==> config.mk <==
export PLATFORM = sky130hd
export DESIGN_NAME = cv32e40p_mult_fault_mgr
export DESIGN_NICKNAME = d
export VERILOG_FILES = /design/src/rtl/cv32e40p_mult_fault_mgr.sv
export SDC_FILE = /design/constraint.sdc
export NUM_CORES = 1
export LEC_CHECK = 0
export BUFFER_PORTS_ARGS = -buffer_cell sky130_fd_sc_hd__buf_4
export CAP_MARGIN = 0
export CORE_AREA = 2 2 50 52
export CTS_BUF_LIST = sky130_fd_sc_hd__clkbuf_4 sky130_fd_sc_hd__clkbuf_8 sky130_fd_sc_hd__clkbuf_16
export CTS_CLUSTER_SIZE = 30
export DETAILED_ROUTE_END_ITERATION = 12
export DIE_AREA = 0 0 52 54
export GPL_ROUTABILITY_DRIVEN = 0
export PLACE_DENSITY = 0.69
export RECOVER_POWER = 50
export SLEW_MARGIN = 20
export SYNTH_ARGS = -nofsm -noshare
export SYNTH_HDL_FRONTEND = slang
export SYNTH_SLANG_ARGS = --single-unit
==> constraint.sdc <==
create_clock -name clk -period 1.9 [get_ports clk]
set_input_delay 0.095 -clock clk [delete_from_list [all_inputs] [get_ports clk]]
set_output_delay 0.095 -clock clk [all_outputs]
set_load 0.005 [all_outputs]
==> src/rtl/cv32e40p_mult_fault_mgr.sv <==
// Fault manager for the TMR multiplier: samples voter mismatch flags when a
// multiply result is final, requests bounded re-execution, raises a
// persistent-fault alarm, and keeps a sticky syndrome and a saturating count.
module cv32e40p_mult_fault_mgr #(
  parameter int unsigned MAX_RETRY = 2,
  parameter int unsigned CNT_WIDTH = 8
) (
  input  logic                 clk,
  input  logic                 rst_n,
  input  logic                 enable_i,
  input  logic                 ready_i,
  input  logic                 ex_ready_i,
  input  logic                 result_fault_i,
  input  logic                 multicycle_fault_i,
  input  logic                 mulh_fault_i,
  input  logic                 ready_fault_i,
  input  logic                 clear_i,
  input  logic                 irq_ack_i,
  output logic                 retry_o,
  output logic                 fault_irq_o,
  output logic [3:0]           fault_status_o,
  output logic [CNT_WIDTH-1:0] fault_count_o,
  output logic [2:0]           retry_cnt_o
);

  typedef enum logic [1:0] {
    IDLE  = 2'd0,
    RETRY = 2'd1,
    ALARM = 2'd2
  } state_e;

  localparam logic [2:0] MaxRetry = 3'(MAX_RETRY);

  state_e               state_q, state_d;
  logic [2:0]           retry_cnt_q, retry_cnt_d;
  logic                 retry_q, retry_d;
  logic                 irq_q, irq_d;
  logic [3:0]           status_q, status_d;
  logic [CNT_WIDTH-1:0] count_q, count_d;

  logic       sample;
  logic [3:0] syndrome;
  logic       faulty;

  assign sample   = enable_i & ready_i & ex_ready_i;
  assign syndrome = {ready_fault_i, mulh_fault_i, multicycle_fault_i, result_fault_i};
  assign faulty   = sample & (|syndrome);

  // Next-state logic for the retry/alarm FSM and its registered outputs.
  always_comb begin
    state_d     = state_q;
    retry_cnt_d = retry_cnt_q;
    unique case (state_q)
      IDLE: begin
        if (faulty) begin
          if (retry_cnt_q < MaxRetry) begin
            state_d     = RETRY;
            retry_cnt_d = retry_cnt_q + 3'd1;
          end else begin
            state_d = ALARM;
          end
        end else if (sample) begin
          retry_cnt_d = '0;
        end
      end
      RETRY: begin
        state_d = IDLE;
      end
      ALARM: begin
        if (irq_ack_i) begin
          state_d     = IDLE;
          retry_cnt_d = '0;
        end
      end
      default: begin
        state_d     = IDLE;
        retry_cnt_d = '0;
      end
    endcase
    retry_d = (state_d == RETRY);
    irq_d   = (state_d == ALARM);
  end

  // Sticky syndrome and saturating fault counter; clear acts as a zero base
  // so a same-cycle faulty sample is still recorded.
  always_comb begin
    status_d = clear_i ? 4'b0000 : status_q;
    count_d  = clear_i ? '0 : count_q;
    if (faulty) begin
      status_d = status_d | syndrome;
      if (count_d != '1) begin
        count_d = count_d + 1'b1;
      end
    end
  end

  // State and output registers.
  always_ff @(posedge clk or negedge rst_n) begin
    if (!rst_n) begin
      state_q     <= IDLE;
      retry_cnt_q <= '0;
      retry_q     <= 1'b0;
      irq_q       <= 1'b0;
      status_q    <= '0;
      count_q     <= '0;
    end else begin
      state_q     <= state_d;
      retry_cnt_q <= retry_cnt_d;
      retry_q     <= retry_d;
      irq_q       <= irq_d;
      status_q    <= status_d;
      count_q     <= count_d;
    end
  end

  assign retry_o        = retry_q;
  assign fault_irq_o    = irq_q;
  assign fault_status_o = status_q;
  assign fault_count_o  = count_q;
  assign retry_cnt_o    = retry_cnt_q;

endmodule

; ---- After elaboration in Yosys (flattened, before gate mapping)
; Index checks and enable logic that the tools add are counted.
[totals]
inputBits = 11
reg_bits = 19
out_inout_bits = 17
wordCells = 39
[classes]
n_eq_ne = 8
n_bitwise = 5
addsub = 2
n_mux = 14
magnitude_cmp = 1
n_reduce_logical = 3
[op_table]
columns = cell, count
row1 = 8-bit 2-to-1 mux, 3
row2 = 3-bit 2-to-1 mux, 4
row3 = 3-bit case mux with 3 select lines, 1
row4 = 8-bit by 1-bit adder with 8-bit output (second input constant), 1
row5 = 4-bit 2-to-1 mux, 2
row6 = 8-bit inequality test (second input constant), 1
row7 = 2-bit 2-to-1 mux, 3
row8 = 3-bit inequality test (second input constant), 2
row9 = 2-bit by 1-bit == test with 1-bit output (second input constant), 2
row10 = 2-bit == test (second input constant), 2
row11 = 4-bit bitwise OR, 1
row12 = 2-bit case mux with 2 select lines, 1
row13 = 4-bit AND reduction, 1
row14 = 4-bit OR reduction, 1
row15 = 3-bit by 1-bit adder with 3-bit output (second input constant), 1
row16 = 1-bit bitwise AND, 3
row17 = 3-bit by 2-bit less-than comparator with 1-bit output (second input constant), 1
row18 = 2-bit logical NOT, 1
row19 = 2-bit inequality test (second input constant), 1
row20 = 1-bit NOT, 1

; ---- Logic depth before layout (Yosys ltp)
[logic_depth]
word_depth = 6
depth_mapped = 7
ltp_nobuf = 6

; ---- Worst setup path after synthesis
; Ideal clock, no wire load.
[synth_timing]
path_kind = register to register
startpoint = reg count_q[1] (netlist: fault_count_o[1])
endpoint = reg count_q[5] (netlist: fault_count_o[5])
stages_incl_launch_ff = 8
arrival_ns = 1.795
setup_slack_ns = -0.020
synth_period_minus_slack_ns = 1.920
cell_sequence = dfrtp_1 > nor2b_1 > ha_1 > and3b_1 > and3_4 > buf_6 > nor4_1 > mux2_2
[synth_via]
elab_chain_len = 4
[synth_rtl]
columns = item, line_no
row1 = from (decl), 39  ; logic [CNT_WIDTH-1:0] count_q, count_d;
row2 = from (signal assigned), 112  ; count_q <= count_d;
row3 = 8-bit 2-to-1 mux *, 88  ; count_d = clear_i ? '0 : count_q;
row4 = 8-bit by 1-bit adder with 8-bit output / 8-bit inequality test (equally long branches), "92, 91"
row5 = 8-bit 2-to-1 mux *, 91  ; if (count_d != '1) begin
row6 = 8-bit 2-to-1 mux *, 89  ; if (faulty) begin
row7 = net count_d[5], 39
; Mark *: on every way through the listed nets, which the timed path passes. The rest lies on a longest branch.
; A chain may end at the register's enable or synchronous reset.

; ---- Worst setup path after layout
; Same ends and word-level chain as after synthesis.

==> flow_summary_export.csv <==
group,metric,value,unit
synth,synth_flop_cell,"dfrtp_1",
grt,antenna_found_initial,0,
routing,ant_nets,0,
placed_design,dp.cells,148,
floorplan,die_y,54,um
floorplan,rows,18,
setup_path,critical-path-top-delay-family,"simple AND/OR/NAND/NOR gates",
routing,first_pass_iters,4,
setup_path,critPathArrivalTime,1990,ps
final_layout,drive_gt1_frac,0.3306,
setup_path,critical_path_class,"flip-flop to flip-flop",
timing,fin_setup_tns,0,ps
final_layout,final_util,0.5329,
clock_tree,cts_resized,0,
floorplan,core,0.002320,mm^2
final_layout,diodes,0,
final_layout,seq_area,475.5,um^2
clock_tree,post_cts_buffers,0,
synth,netlist_instances,91,
clock_tree,clockBufferDepth,2,
clock_tree,clk_latency,300,ps
timing,relSlewSlack,0.3231,
clock_tree,cts.sinks,19,
routing,vias,793,
synth,async_flop_share,1.000,
synth,syn-cell-area,943.4,um^2
floorplan,initial_core_util,0.4067,
synth,synth_edf_count,0,
setup_path,critPathMaxFanout,7,
setup_path,cp_data_required_time,2090,ps
final_layout,fillers,205,
routing,drt-initial-drc-count,3,
routing,vias_per_cell,5.149,
final_layout,areaGrowthSynthToFinish,31.03,%
setup_path,slowest_delay,390,ps
timing,fmax,554.1,MHz
setup_path,cp.buffers_inverters,0,
grt,grt_pass1_wl,3339,um
timing,whs,16.83,ps
setup_path,cp-start-kind,"flip-flop",
final_layout,final_cell_count_no_fill,154,
synth,ys_seq_elements,19,
timing,tightest_slew,1015,ps
timing,hold_violations,0,
timing,rsz0062_at_grt,"no",
power,leakage,0.6061,nW
routing,drc,0,
grt,grtUsageTotal,0.1629,
synth,postSynthAreaPerCell,10.37,um^2
timing,min_period,1805,ps
placed_design,dp_hpwl,1469,um
grt,overflow,0,
clock_tree,cts.clk_slew.worst_paths,100,ps
clock_tree,cts_tree,"built",
timing,worst_slack,95.40,ps
power,irDropWorstVdd,520.0,uV
routing,drt-total-wl,1958,um
floorplan,dieArea,0.002808,mm^2
clock_tree,htreeDepth,1,
setup_path,worst_setup_path_end_kind,"flip-flop",
synth,seq_area_frac_synth,0.5040,
floorplan,io_pins,28,
worst_hold_path,hp-class,"input pin to flip-flop",
setup_path,slowest_stage,"dfrtp_1",
timing,clock_skew,8.118,ps
clock_tree,cts-root-buf,"clkbuf_4",
synth,syn-num-nets,104,
run,max-cap-violations,0,
timing,drv_slew,0,
status,status,"completed",
power,power_density,692.5,mW/mm^2
clock_tree,numCtsBuffers,3,
grt,grt_pass1_vias,759,
final_layout,multi_input_area,431.7,um^2
routing,wl_per_cell,12.71,um
synth,ys_warn_count,0,
grt,grt_start_max_net_pins,20,
placed_design,dp_slack,96.21,ps
timing,finalCritPeriodShare,0.9498,
final_layout,nNetsFinal,138,
synth,synth.distinct_cells,36,
timing,setup_viol,0,
placed_design,port_buffers,27,
floorplan,fp.dieW,52,um
setup_path,crit_chain,"nor2b_1, ha_1, and3b_1, and3_4, nor4_2, mux2_2",
## routing by layer
layer / up-vias / track usage / wire, um
met5: - / 0 / 0
met4: 0 / 0.05263 / 20
met3: 2 / 0.04444 / 96
met2: 17 / 0.3017 / 1017
met1: 384 / 0.1802 / 823
li1: 390 / - / -
## worst register-to-register path, delay by kind of cell, from the launching register on
family	cells	cell delay [ps]
AND/OR/NAND/NOR	4	740
flip-flops	1	390
multiplexers	1	360
adder cells (fa/ha/maj)	1	210
## logic make-up (layout without fill, tap and decap cells)
kind of cell / after synthesis / count (layout) / share of synthesized area
simple gates: 40 / 40 / 0.2520
mux: 5 / 5 / 0.05703
compound gates: 14 / 14 / 0.09682
fa+ha+maj: 2 / 2 / 0.02652
flops: 19 / 19 / 0.5040
xor+xnor: 2 / 2 / 0.01857
buf+inv: 9 / 42 / 0.04508
## Yosys cell counts, drive strengths merged (2+ instances only)
| cell | n | area (um^2) |
|---|---|---|
| nand3 | 4 | 20.02 |
| nand4 | 2 | 12.51 |
| nor2b | 3 | 18.77 |
| nor3 | 2 | 10.01 |
| nand2 | 8 | 32.54 |
| mux2i | 2 | 20.02 |
| and3 | 5 | 41.29 |
| mux2 | 3 | 33.78 |
| inv | 6 | 22.52 |
| buf | 2 | 16.26 |
| o41ai | 2 | 17.52 |
| or4 | 3 | 26.27 |
| dfrtp | 19 | 475.5 |
| o21ai | 5 | 25.02 |
| nor2 | 6 | 22.52 |
| o31ai | 2 | 15.01 |
| ha | 2 | 25.02 |
| a21oi | 2 | 10.01 |
## layout make-up
class | instances | share of cell area
Timing Repair Buffer | 32 | 0.1953
Clock buffer | 3 | 0.01822
Clock inverter | 1 | 0.004049
Inverter | 6 | 0.01822
Sequential cell | 19 | 0.3846
Multi-Input combinational cell | 63 | 0.3492
Tap cell | 30 | 0.03036
## timing repair
item | in CTS | in global routing
hold buffers | 1 | 1
setup endpoints to repair | 0 | 0
hold endpoints to repair | 19 | 1
## final timing paths
kind | start | endpoint | slack, ps | cells after the start
min reg2reg | fault_status_o[3] | fault_status_o[3] | 540 | 2
max reg2reg | fault_count_o[1] | fault_count_o[5] | 100 | 6
min in group asynchronous | rst_n | retry_cnt_o[0] | 470 | 2
max | fault_count_o[1] | fault_count_o[5] | 100 | 6
max in group asynchronous | rst_n | fault_status_o[3] | 810 | 2
min | result_fault_i | fault_status_o[0] | 20 | 3
## report_power, final
part	internal [mW]	total, mW	switching, mW
clock	0.0784	0.204	0.126
sequential	0.440	0.472	0.0320
combinational	0.100	0.180	0.0796
total	0.619	0.856	0.237
## registers in the layout, summed over array words and instances (netlist names)
name and cells:
fault_count_o 8, fault_irq_o 1, fault_status_o 4, retry_cnt_o 3, retry_o 1, state_q 2
## through the flow
stage               power, mW  instance area [um^2]
floorplan              0.5639                 949.7
global placement       0.6568                  1192
detailed placement     0.6635                  1192
CTS                    0.8699                  1230
global route           0.9159                  1236
finish                 0.8561                  1236
## cells in the final DEF (no fill, tap or decap), drive strengths merged
cell type    count
nor3b            1
dlygate4sd3      2
and3b            1
and3             5
nor2b            3
xnor2            1
o41ai            2
and4             1
ha               2
xor2             1
and2b            1
buf             24
nor4             1
nand4            2
nor3             2
mux2             3
a211oi           1
nand3            4
and2             1
clkbuf           9
or4              3
o31ai            2
a32o             1
clkinv           1
a21oi            2
inv              6
nand2b           1
nor2             6
dfrtp           19
nand2            8
o21ai            5
mux2i            2
a31oi            1
(Power assumes the default switching activity.)
